<file path="src/rtl/e203_fpu_reqrsp_slv.sv">
// FPU-side endpoint of the ALU-to-FPU Req/Rsp channel: one request in flight, start/done datapath launch, watchdog.
// Optional macro E203_FPU_REQRSP_B2B_EN lets a new request be accepted in the response hand-off cycle.
`ifndef E203_FLEN
`define E203_FLEN 32
`endif
`ifndef E203_DECINFO_WIDTH
`define E203_DECINFO_WIDTH 32
`endif

module e203_fpu_reqrsp_slv #(
  parameter int FLEN    = `E203_FLEN,
  parameter int IW      = `E203_DECINFO_WIDTH,
  parameter int EXE_TMO = 64
) (
  input  logic            clk,
  input  logic            rst,
  input  logic            fpu_req_valid,
  output logic            fpu_req_ready,
  input  logic [FLEN-1:0] fpu_req_rs1,
  input  logic [FLEN-1:0] fpu_req_rs2,
  input  logic [FLEN-1:0] fpu_req_rs3,
  input  logic [IW-1:0]   fpu_req_info,
  output logic            fpu_rsp_valid,
  input  logic            fpu_rsp_ready,
  output logic [FLEN-1:0] fpu_rsp_wdat,
  output logic [4:0]      fpu_rsp_fflags,
  output logic            fpu_rsp_err,
  output logic            exe_o_start,
  output logic [FLEN-1:0] exe_o_rs1,
  output logic [FLEN-1:0] exe_o_rs2,
  output logic [FLEN-1:0] exe_o_rs3,
  output logic [IW-1:0]   exe_o_info,
  input  logic            exe_i_done,
  input  logic [FLEN-1:0] exe_i_result,
  input  logic [4:0]      exe_i_fflags
);

  localparam int CW = $clog2(EXE_TMO + 1);
  localparam logic [CW-1:0] TMO_LAST = CW'(EXE_TMO - 1);

  typedef enum logic [1:0] {
    ST_IDLE = 2'd0,
    ST_EXEC = 2'd1,
    ST_RSP  = 2'd2
  } state_t;

  state_t          state_r, state_s;
  logic [CW-1:0]   cnt_r, cnt_s;
  logic            start_s;
  logic [FLEN-1:0] wdat_s;
  logic [4:0]      fflags_s;
  logic            err_s;

  // Ready is a pure state decode, except for the hand-off path in back-to-back mode.
`ifdef E203_FPU_REQRSP_B2B_EN
  assign fpu_req_ready = (state_r == ST_IDLE) | ((state_r == ST_RSP) & fpu_rsp_ready);
`else
  assign fpu_req_ready = (state_r == ST_IDLE);
`endif

  // Next-state, watchdog count and response capture.
  always_comb begin
    state_s  = state_r;
    cnt_s    = {CW{1'b0}};
    start_s  = 1'b0;
    wdat_s   = fpu_rsp_wdat;
    fflags_s = fpu_rsp_fflags;
    err_s    = fpu_rsp_err;
    case (state_r)
      ST_IDLE: begin
        if (fpu_req_valid) begin
          state_s = ST_EXEC;
          start_s = 1'b1;
        end else begin
          state_s = ST_IDLE;
        end
      end
      ST_EXEC: begin
        // A done arriving on the timeout cycle still delivers the real result.
        if (exe_i_done) begin
          state_s  = ST_RSP;
          wdat_s   = exe_i_result;
          fflags_s = exe_i_fflags;
          err_s    = 1'b0;
        end else if (cnt_r == TMO_LAST) begin
          state_s  = ST_RSP;
          wdat_s   = {FLEN{1'b0}};
          fflags_s = 5'b10000;
          err_s    = 1'b1;
        end else begin
          state_s  = ST_EXEC;
          cnt_s    = cnt_r + CW'(1);
        end
      end
      ST_RSP: begin
        if (fpu_rsp_ready) begin
`ifdef E203_FPU_REQRSP_B2B_EN
          if (fpu_req_valid) begin
            state_s = ST_EXEC;
            start_s = 1'b1;
          end else begin
            state_s = ST_IDLE;
          end
`else
          state_s = ST_IDLE;
`endif
        end else begin
          state_s = ST_RSP;
        end
      end
      default: begin
        state_s = ST_IDLE;
      end
    endcase
  end

  // State, operand and response registers; start_s doubles as the accept strobe.
  always_ff @(posedge clk) begin
    if (rst) begin
      state_r        <= ST_IDLE;
      cnt_r          <= {CW{1'b0}};
      exe_o_start    <= 1'b0;
      exe_o_rs1      <= {FLEN{1'b0}};
      exe_o_rs2      <= {FLEN{1'b0}};
      exe_o_rs3      <= {FLEN{1'b0}};
      exe_o_info     <= {IW{1'b0}};
      fpu_rsp_valid  <= 1'b0;
      fpu_rsp_wdat   <= {FLEN{1'b0}};
      fpu_rsp_fflags <= 5'b00000;
      fpu_rsp_err    <= 1'b0;
    end else begin
      state_r        <= state_s;
      cnt_r          <= cnt_s;
      exe_o_start    <= start_s;
      fpu_rsp_valid  <= (state_s == ST_RSP);
      fpu_rsp_wdat   <= wdat_s;
      fpu_rsp_fflags <= fflags_s;
      fpu_rsp_err    <= err_s;
      if (start_s) begin
        exe_o_rs1  <= fpu_req_rs1;
        exe_o_rs2  <= fpu_req_rs2;
        exe_o_rs3  <= fpu_req_rs3;
        exe_o_info <= fpu_req_info;
      end else begin
        exe_o_rs1  <= exe_o_rs1;
        exe_o_rs2  <= exe_o_rs2;
        exe_o_rs3  <= exe_o_rs3;
        exe_o_info <= exe_o_info;
      end
    end
  end

endmodule

</file>
<file path="config.mk">
export PLATFORM = sky130hd
export DESIGN_NAME = e203_fpu_reqrsp_slv
export DESIGN_NICKNAME = d
export VERILOG_FILES = /design/src/rtl/e203_fpu_reqrsp_slv.sv
export SDC_FILE = /design/constraint.sdc
export NUM_CORES = 1
export LEC_CHECK = 0
export ABC_AREA = 1
export BUFFER_PORTS_ARGS = -buffer_cell sky130_fd_sc_hd__buf_4
export CORE_AREA = 2 2 132 134
export DETAILED_ROUTE_END_ITERATION = 12
export DIE_AREA = 0 0 134 136
export PLACE_DENSITY = 0.69
export SYNTH_ARGS = -nofsm -noshare
export SYNTH_HDL_FRONTEND = slang
export SYNTH_SLANG_ARGS = --single-unit
</file>
<file path="constraint.sdc">
create_clock -name clk -period 1.41 [get_ports clk]
set_input_delay 0.0705 -clock clk [delete_from_list [all_inputs] [get_ports clk]]
set_output_delay 0.0705 -clock clk [all_outputs]
set_load 0.02 [all_outputs]
</file>
Word level (Yosys, flattened, before mapping)
Cells that the tools add are included.
{ "totals": {"reg_bits": 177, "latchBits": 0, "ram_bits": 0, "mem_bits_ro": 0, "in_bits": 170, "out_inout_bits": 169, "elab_cells": 34, "memories": 0} }
{ "op_classes": {"addsub": 1, "mul": 0, "div_mod_pow": 0, "order_cmp": 0, "eq_ne": 4, "shifts": 0, "muxes": 13, "bitwise": 1, "reduce_logical": 4} }
{ "op_table": {"columns": ["operator", "count"], "rows": [
  ["$mux W32", 2],
  ["$mux W5", 2],
  ["$add A7 B1 Y7 const B", 1],
  ["$eq A7 B6 Y1 const B", 1],
  ["$mux W2", 3],
  ["$pmux W2 S3", 1],
  ["$mux W1", 5],
  ["$eq A2 B2 Y1 const B", 2],
  ["$reduce_or A4 Y1", 1],
  ["$eq A2 B1 Y1 const B", 1],
  ["$logic_not A2 Y1", 1],
  ["$reduce_and A2 Y1", 1],
  ["$reduce_bool A2 Y1", 1],
  ["$not A1 Y1", 1]
]} }

Longest topological paths before layout
Gate-level depths: netlist (run 1).
{ "logic_depth": {"depth_word": 5, "mapped_depth": 10, "ltp_nobuf": 8} }

Least setup slack after synthesis (run 1)
Ideal clock, no wire load.
{ "synth_timing": {"path_kind": "reg-to-reg", "from": "register cnt_r[0]", "to": "register fpu_rsp_wdat[23]", "setup_ns": 0.132, "t_arrival_ns": 1.227, "t_required_ns": 1.278, "slack_ns": 0.051, "path_stages_with_launch": 11, "cell_sequence": "dfxtp_1 -> ha_1 -> nand2_1 -> nor2_4 -> nand2_2 -> nand2_2 -> nand2_2 -> buf_6 -> buf_6 -> nand2_1 -> a21oi_1"} }
{ "synth_between": {"elab_chain_len": 3} }
{ "synth_rtl": {"columns": ["item", "line_no", "rtl"], "rows": [
  ["start, declared", "48", "logic [CW-1:0] cnt_r, cnt_s;"],
  ["start signal, assigned", "121", "cnt_r <= {CW{1'b0}};"],
  ["start signal, assigned", "133", "cnt_r <= cnt_s;"],
  ["$eq A7 B6 Y1", "85", "end else if (cnt_r == TMO_LAST) begin"],
  ["$reduce_bool A2 Y1 (no line)", null, null],
  ["$reduce_and A2 Y1 (no line)", null, null],
  ["end signal, assigned", "128", "fpu_rsp_wdat <= {FLEN{1'b0}};"],
  ["end signal, assigned", "136", "fpu_rsp_wdat <= wdat_s;"],
  ["end, declared", "25", "output logic [FLEN-1:0] fpu_rsp_wdat,"]
]} }
No other way between the ends.
A chain may end at the register's enable or synchronous reset.

Final worst setup path (run 1)
{ "layout_timing": {"from": "register cnt_r[0]", "to": "register fpu_rsp_wdat[31]"} }
The elaborated chain is that of the path after synthesis.

==> impl_metrics.json, run 1 <==
{
  "outcome": "finished, final reports clean",
  "tightest_slew_margin_relative_to_the_limit_pct": 74.5,
  "synthMuxAreaShare_pct": 0,
  "layout-area-overhead-vs-synth_pct": 83.5,
  "clkSinkCount": 177,
  "worst_reg2reg_path_depth": 9,
  "initial_utilization_pct": 36.9,
  "floorplan.die.width_um": 134,
  "timing.critical_path.mode_cell": "sky130_fd_sc_hd__nand2_2",
  "post_syn_area_per_cell_sq_um": 8.06,
  "final_setup_fails": 0,
  "track_usage_pct": 23.9,
  "worst_pin_slew_ns": 0.383,
  "ys_ff_latch": 177,
  "power.net_switching_mw": 3.95,
  "grt_antenna_before_repair": 0,
  "pin_count": 339,
  "layout.cells.non_filler": 1505,
  "p_int_mw": 9.74,
  "ctsLongestPathBuffers": 2,
  "synth_top_family_by_area": "simple AND/OR/NAND/NOR gates",
  "gp_congestion": 0.762,
  "finalHoldViolations": 0,
  "finish.net_count": 1438,
  "cts_tree": "done",
  "hold_path_startpoint": "exe_i_done",
  "timing.rr.start": "cnt_r[0]",
  "antenna-diode-count": 0,
  "dr.pass1.iters": 5,
  "timing.hold.worst_path_depth": 4,
  "power.share.clock_pct": 36.6,
  "fin_worst_skew_ns": 0.0118,
  "floorplan.die_area_sq_um": 18200,
  "endpoint_kind": "flip-flop",
  "cp_top_family": "simple AND/OR/NAND/NOR gates",
  "antenna_left": 0,
  "fmax_mhz": 744,
  "cp_cell_sequence": "ha_4 -> nand2_2 -> nor2_4 -> nand2_2 -> nand2_4 -> nand2_8 -> clkbuf_16 -> nand2_1 -> a21oi_1",
  "grt_pass1_vias": 7056,
  "final_critical_path_setup_slack_ns": 0.0666,
  "post_synth_fa_ha_maj_area_fraction_pct": 0.201,
  "synthesis.area_sq_um": 6220,
  "synthDominantAreaCellType": "sky130_fd_sc_hd__dfxtp_1",
  "placed_cell_area_sq_um": 8900,
  "nFillCells": 1281,
  "detailroute.via_count": 7064,
  "clkLatencyLatePin_ns": 0.43,
  "row_count": 48,
  "wire_length_of_the_first_global_routing_pass_mm": 34.6,
  "synth_top_area_share_pct": 56.9,
  "critical_path.n_buffers_inverters": 1,
  "p_comb_share_pct": 22.3,
  "top_post_synthesis_cells_by_area": "sky130_fd_sc_hd__dfxtp_1, sky130_fd_sc_hd__nor2_1, sky130_fd_sc_hd__o21ai_0",
  "worst_hold_path.endpoint": "cnt_r[6]",
  "netSwitchingFraction_pct": 28.9,
  "worst-path-max-fanout": 6,
  "synth_sequential_area_ratio_pct": 56.9,
  "pre_cts_slack_ns": 0.000414,
  "synth-simple-area-share_pct": 22.6,
  "finalInstanceArea_sq_um": 11400,
  "ys.flop_type": "sky130_fd_sc_hd__dfxtp_1",
  "grt_start_max_net_pins": 84,
  "yosys.cell_types.count": 27,
  "synth_compound_area_share_pct": 13.7,
  "synth_edf_count": 0,
  "hold_path_class": "input port to flip-flop",
  "grt_setup_unrepaired": "no",
  "synth.most_common_cell": "sky130_fd_sc_hd__nor2_1",
  "synth_cells": 772,
  "timing.final.crit_period_ns": 1.34,
  "hpwl_mm": 13.5,
  "drive_gt1_share_pct": 32.3,
  "drt_iter0_markers": 274,
  "vias_per_cell": 4.69,
  "worstSetupStartpointType": "flip-flop",
  "finalMaxSlewViolations": 0,
  "leakage_dissipation_nw": 5.20,
  "htree_num_levels": 4,
  "cts-root-buf": "sky130_fd_sc_hd__clkbuf_16",
  "p_seq_share_pct": 41.1,
  "drcViolationCount": 0,
  "critical-path-slowest-cell": "sky130_fd_sc_hd__dfxtp_2",
  "timing.critical_path.arrival_ns": 1.64,
  "asyncSetResetFlopFracSynth_pct": 0,
  "numPortBuffers": 338,
  "finalSetupTns_ns": 0,
  "ys_top_cells_by_count": "sky130_fd_sc_hd__nor2_1, sky130_fd_sc_hd__dfxtp_1, sky130_fd_sc_hd__o21ai_0",
  "core_box_area_sq_um": 16900,
  "min_period_over_period_pct": 95.3,
  "fraction_of_synthesized_cell_area_in_xor_and_xnor_cells_pct": 0.422,
  "grt_remaining_overflow": 0,
  "tritoncts.num_buffers": 17,
  "worst-setup-path-type": "flip-flop to flip-flop",
  "detail_route.wirelength_mm": 23.1,
  "slowest_delay_ns": 0.36,
  "placedCellCount": 1296,
  "drv_cap": 0,
  "peak_supply_drop_v": 0.000877,
  "cts.reportedPaths.clkPinSlew_ns": 0.07,
  "pwr_density_cell_nw_per_um2": 1200,
  "route.detailed.wl_per_inst_um": 15.3,
  "slack_of_the_worst_reg_to_reg_path_ns": 0.07,
  "die_h_um": 136,
  "r2r-end": "fpu_rsp_wdat[31]",
  "synth_fp_nets": 943,
  "syn_warnings": 0,
  "worst_ep_required_time_ns": 1.71
}
==> worst max path at each step <==
| stage | startpoint | endpoint | cells past startpoint |
|---|---|---|---|
| global placement | cnt_r[0] | fpu_rsp_fflags[0] | 9 |
| finish | cnt_r[0] | fpu_rsp_wdat[31] | 9 |
| floorplan | cnt_r[0] | fpu_rsp_wdat[23] | 10 |
| detailed placement | cnt_r[0] | fpu_rsp_wdat[0] | 9 |
| global route | state_r[1] | exe_o_info[14] | 6 |
| CTS | cnt_r[0] | fpu_rsp_wdat[0] | 9 |
==> layer usage <==
| metal | vias to the layer above | wire, um | GRT usage, % |
|---|---|---|---|
| met5 | - | 0 | 0 |
| met4 | 0 | 1040 | 12.4 |
| met1 | 3243 | 8810 | 25.7 |
| met3 | 69 | 1570 | 7.16 |
| li1 | 3453 | - | - |
| met2 | 299 | 11700 | 42.3 |
==> state kept, by name, summed over array words and instances (netlist names) <==
| register | count |
|---|---|
| fpu_rsp_fflags | 5 |
| exe_o_start | 1 |
| exe_o_rs3 | 32 |
| exe_o_rs1 | 32 |
| cnt_r | 7 |
| state_r | 2 |
| fpu_rsp_err | 1 |
| exe_o_info | 32 |
| fpu_rsp_wdat | 32 |
| fpu_rsp_valid | 1 |
| exe_o_rs2 | 32 |
==> metrics by stage <==
step	hold WS (ns)	util, %	total power, mW
floorplan	0.218	-	7.05
global placement	0.304	52.7	8.23
detailed placement	0.311	52.7	8.26
CTS	0.0304	66.6	13.7
global route	0.0745	67.7	14.3
finish	0.0685	67.7	13.7
==> power by group through the flow <==
| stage | clock network (mW) | registers [mW] | logic [mW] |
|---|---|---|---|
| 3_5_place_dp | 0 | 5.72 | 2.53 |
| 4_1_cts | 5.12 | 5.61 | 2.94 |
| 5_1_grt | 5.33 | 5.67 | 3.28 |
| 3_3_place_gp | 0 | 5.71 | 2.52 |
| 6_report | 5.01 | 5.63 | 3.06 |
| 2_1_floorplan | 0 | 6.20 | 0.851 |
==> cells by family after synthesis <==
group           count (synthesis)
simple gates                  357
buf+inv                        64
compound gates                170
flops                         177
fa+ha+maj                       1
xor+xnor                        3
==> worst reg2reg max path, stage by stage, from the launching register on <==
cell and delay (ns):
sky130_fd_sc_hd__dfxtp_2 0.36, sky130_fd_sc_hd__ha_4 0.14, sky130_fd_sc_hd__nand2_2 0.06, sky130_fd_sc_hd__nor2_4 0.09, sky130_fd_sc_hd__nand2_2 0.08, sky130_fd_sc_hd__nand2_4 0.09, sky130_fd_sc_hd__nand2_8 0.10, sky130_fd_sc_hd__clkbuf_16 0.18
sky130_fd_sc_hd__nand2_1 0.06, sky130_fd_sc_hd__a21oi_1 0.06
==> placed cells by master, fill, tap and decap left out, types with 2 or more instances in the layout <==
cell and n:
sky130_fd_sc_hd__nor2_1 266, sky130_fd_sc_hd__nand2_1 75, sky130_fd_sc_hd__dfxtp_2 2, sky130_fd_sc_hd__nand2_2 2, sky130_fd_sc_hd__a21oi_1 40, sky130_fd_sc_hd__dlygate4sd3_1 167
sky130_fd_sc_hd__inv_1 6, sky130_fd_sc_hd__clkbuf_16 21, sky130_fd_sc_hd__clkinvlp_4 3, sky130_fd_sc_hd__buf_4 348, sky130_fd_sc_hd__inv_2 3, sky130_fd_sc_hd__inv_8 2
sky130_fd_sc_hd__o21ai_1 20, sky130_fd_sc_hd__buf_12 6, sky130_fd_sc_hd__nor2_4 2, sky130_fd_sc_hd__nor2_2 2, sky130_fd_sc_hd__xnor2_1 2, sky130_fd_sc_hd__clkinv_4 2
sky130_fd_sc_hd__buf_16 2, sky130_fd_sc_hd__dfxtp_1 175, sky130_fd_sc_hd__nand3_1 2, sky130_fd_sc_hd__inv_6 3, sky130_fd_sc_hd__bufinv_16 3, sky130_fd_sc_hd__buf_6 3
sky130_fd_sc_hd__nand2_4 2, sky130_fd_sc_hd__o21ai_0 110
==> cell type report <==
| class | count | area, sq um | area share [%] |
|---|---|---|---|
| Timing Repair Buffer | 530 | 4590 | 40.2 |
| Clock inverter | 15 | 200 | 1.75 |
| Multi-Input combinational cell | 531 | 2330 | 20.4 |
| Sequential cell | 177 | 3550 | 31.1 |
| Inverter | 10 | 40.0 | 0.351 |
| Clock buffer | 17 | 425 | 3.73 |
| Tap cell | 225 | 282 | 2.47 |
==> timing repair <==
action                                  CTS  global route
pin swaps                                 1             4
resized for setup                         5             8
endpoints found under the hold margin   168             0
gates cloned                              1             5
hold buffers                            167             0
setup buffers                             1             3
endpoints found under the setup margin    4            42
Power figures use the tool's default switching activity.
==> run 2, diff against run 1 <==
Settings changed: ABC_AREA 1 to unset, CORE_AREA 2 2 132 134 to unset, CORE_MARGIN set to 2, CORE_UTILIZATION set to 41, CTS_BUF_LIST set to sky130_fd_sc_hd__clkbuf_8 sky130_fd_sc_hd__clkbuf_16, DIE_AREA 0 0 134 136 to unset, GPL_ROUTABILITY_DRIVEN set to 0, PLACE_DENSITY 0.69 to 0.74.
==> run 2 against run 1 <==
Hold slack worse by 0.036 ns. Setup slack worse by 0.012 ns. Via count up 8.8%. Sequential share of layout area down 0.92 points. Register-to-register slack about the same. Global-route usage up 4.5 points. Cell count up 1.4%. Clock skew down 0.0033 ns. Critical endpoint is now exe_o_rs2[21]. Largest power group unchanged. Highest routed layer unchanged.
==> impl_metrics.json, run 2 <==
{
  "pin_count": 339,
  "synth_edf_count": 0,
  "layout-area-overhead-vs-synth_pct": 76.1,
  "hold_slack_ns": 0.0325,
  "grt_antenna_before_repair": 1,
  "critical_path.n_buffers_inverters": 1,
  "dr.pass1.iters": 5,
  "nFillCells": 1052,
  "numPortBuffers": 338,
  "ys_ff_latch": 177,
  "tightest_slew_margin_relative_to_the_limit_pct": 69.6,
  "cts-root-buf": "sky130_fd_sc_hd__clkbuf_16",
  "timing.critical_path.arrival_ns": 1.66,
  "ys_top_cells_by_count": "sky130_fd_sc_hd__nand2_1, sky130_fd_sc_hd__dfxtp_1, sky130_fd_sc_hd__a21oi_1",
  "cp_cell_sequence": "or3b_4 -> buf_12 -> nand2_1 -> a21oi_1",
  "detail_route.wirelength_mm": 25.4,
  "grt_pass1_vias": 7721,
  "outcome": "finished, final reports clean",
  "synth_fp_nets": 985,
  "leakage_dissipation_nw": 5.16,
  "fmax_mhz": 738,
  "drive_gt1_share_pct": 32.0,
  "grt_start_max_net_pins": 101,
  "core_box_area_sq_um": 15900,
  "vias_per_cell": 5.04,
  "detailroute.via_count": 7686,
  "cts_tree": "done",
  "antenna_left": 0,
  "synthDominantAreaCellType": "sky130_fd_sc_hd__dfxtp_1",
  "floorplan.die_area_sq_um": 17400,
  "slowest_delay_ns": 0.46,
  "worst-path-max-fanout": 50,
  "finalSetupTns_ns": 0,
  "min_period_over_period_pct": 96.2,
  "final_setup_fails": 0,
  "multiInputGateArea_sq_um": 2790,
  "peak_supply_drop_v": 0.000737,
  "most-common-layout-cells": "sky130_fd_sc_hd__buf_4, sky130_fd_sc_hd__nand2_1, sky130_fd_sc_hd__dfxtp_1",
  "critical-path-slowest-cell": "sky130_fd_sc_hd__or3b_4",
  "htree_num_levels": 4,
  "timing.final.crit_period_ns": 1.36,
  "worst_pin_slew_ns": 0.455,
  "finish.net_count": 1467,
  "cp_top_family": "simple AND/OR/NAND/NOR gates",
  "synthesis.area_sq_um": 6690,
  "ys.flop_type": "sky130_fd_sc_hd__dfxtp_1",
  "synth_cells": 814,
  "worst_ep_required_time_ns": 1.71,
  "endpoint_kind": "flip-flop",
  "grt_setup_unrepaired": "no",
  "floorplan.die.width_um": 132,
  "wire_length_of_the_first_global_routing_pass_mm": 39.7,
  "worst-setup-path-type": "flip-flop to flip-flop",
  "drt_iter0_markers": 443,
  "synth.most_common_cell": "sky130_fd_sc_hd__nand2_1",
  "hpwl_mm": 14.3,
  "clkLatencyLatePin_ns": 0.43,
  "synth_sequential_area_ratio_pct": 53.0,
  "drv_cap": 0,
  "track_usage_pct": 28.3,
  "row_count": 46,
  "top_post_synthesis_cells_by_area": "sky130_fd_sc_hd__dfxtp_1, sky130_fd_sc_hd__nand2_1, sky130_fd_sc_hd__a21oi_1",
  "syn_warnings": 0,
  "hold_path_class": "input port to flip-flop",
  "pwr_density_cell_nw_per_um2": 1110,
  "fin_worst_skew_ns": 0.00853,
  "grt_remaining_overflow": 0,
  "route.detailed.wl_per_inst_um": 16.7,
  "tritoncts.num_buffers": 17,
  "die_h_um": 132,
  "yosys.cell_types.count": 35,
  "worstSetupStartpointType": "flip-flop",
  "post_syn_area_per_cell_sq_um": 8.22,
  "finalHoldViolations": 0,
  "cts.reportedPaths.clkPinSlew_ns": 0.07,
  "clkSinkCount": 177,
  "layout.cells.most_common": "sky130_fd_sc_hd__buf_4",
  "finalMaxSlewViolations": 0,
  "ctsLongestPathBuffers": 2,
  "drcViolationCount": 0,
  "synth_top_area_share_pct": 53.0,
  "initial_utilization_pct": 42.0,
  "storage_element_area_sq_um": 3550,
  "asyncSetResetFlopFracSynth_pct": 0
}
==> run 2: cell types whose count changed after synthesis, moves of 27 or more <==
cell                      before  now
sky130_fd_sc_hd__nand2_1      76  247
sky130_fd_sc_hd__a22oi_1       0   36
sky130_fd_sc_hd__nor2_1      267    6
sky130_fd_sc_hd__nor2b_1       0   27
sky130_fd_sc_hd__a21oi_1      40  164
sky130_fd_sc_hd__o21ai_0     110   37
==> run 2: metal layers <==
metal | wire length (um) | track usage (%) | vias to the layer above | part of all wire (%)
met1 | 9690 | 31.7 | 3568 | 38
met4 | 1270 | 15.9 | 0 | 5.0
met3 | 1630 | 6.98 | 87 | 6.4
met2 | 12800 | 49.3 | 358 | 51
li1 | - | - | 3673 | -
met5 | 0 | 0 | - | 0
==> run 2: area by class of cell <==
class	count	share of cell area (%)
Timing Repair Buffer	532	38.8
Clock inverter	13	1.16
Antenna cell	2	0.0425
Multi-Input combinational cell	564	23.7
Sequential cell	177	30.1
Inverter	4	0.127
Tap cell	216	2.29
Clock buffer	18	3.73
==> run 2: kinds of logic after synthesis <==
logic type	Yosys count	share of synthesized area, %
compound gates	244	20.2
xor+xnor	3	0.393
fa+ha+maj	1	0.187
buf+inv	73	5.84
flops	177	53.0
simple gates	316	20.4
==> run 2: worst paths after layout <==
check	start	end	slack [ns]	depth (start not counted)
worst max-delay path	state_r[1]	exe_o_rs2[21]	0.05	4
worst min register to register	exe_o_rs3[8]	exe_o_rs3[8]	0.45	2
worst max register to register	state_r[1]	exe_o_rs2[21]	0.05	4
worst min-delay path	exe_i_fflags[4]	fpu_rsp_fflags[4]	0.03	4
==> run 2: power by group <==
| group | total (mW) | internal (mW) | switching, mW | leakage [nW] |
|---|---|---|---|---|
| sequential | 5.53 | 5.33 | 0.202 | 1.45 |
| clock | 4.69 | 2.65 | 2.03 | 0.286 |
| combinational | 2.81 | 1.39 | 1.42 | 3.42 |
==> run 2: metrics by stage <==
stage	setup WS [ns]	util (%)	instances	total power [mW]	instance area, sq um
final	0.0543	73.9	1526	13.0	11800
after global routing	0.00846	73.9	1525	13.6	11800
after CTS	0.00411	73.4	1523	13.0	11700
after floorplan	0.0273	-	814	6.82	6690
after detailed placement	0.0216	59.2	1324	7.96	9440
after global placement	0.0787	59.2	1324	7.93	9440
==> run 2: repair_timing <==
action / CTS / global route
gates resized for setup: 1 / 27
gates cloned: 1 / 1
buffers inserted: 1 / 0
hold buffers: 166 / 0
pin swaps: 0 / 2
endpoints found under the hold margin: 167 / 0
setup endpoints to repair: 20 / 50
==> run 2: worst min-delay path: cells and delay by family <==
kind	cells	cell delay (ns)
buffers and inverters	2	0.16
AO/OA/AOI/OAI	2	0.18
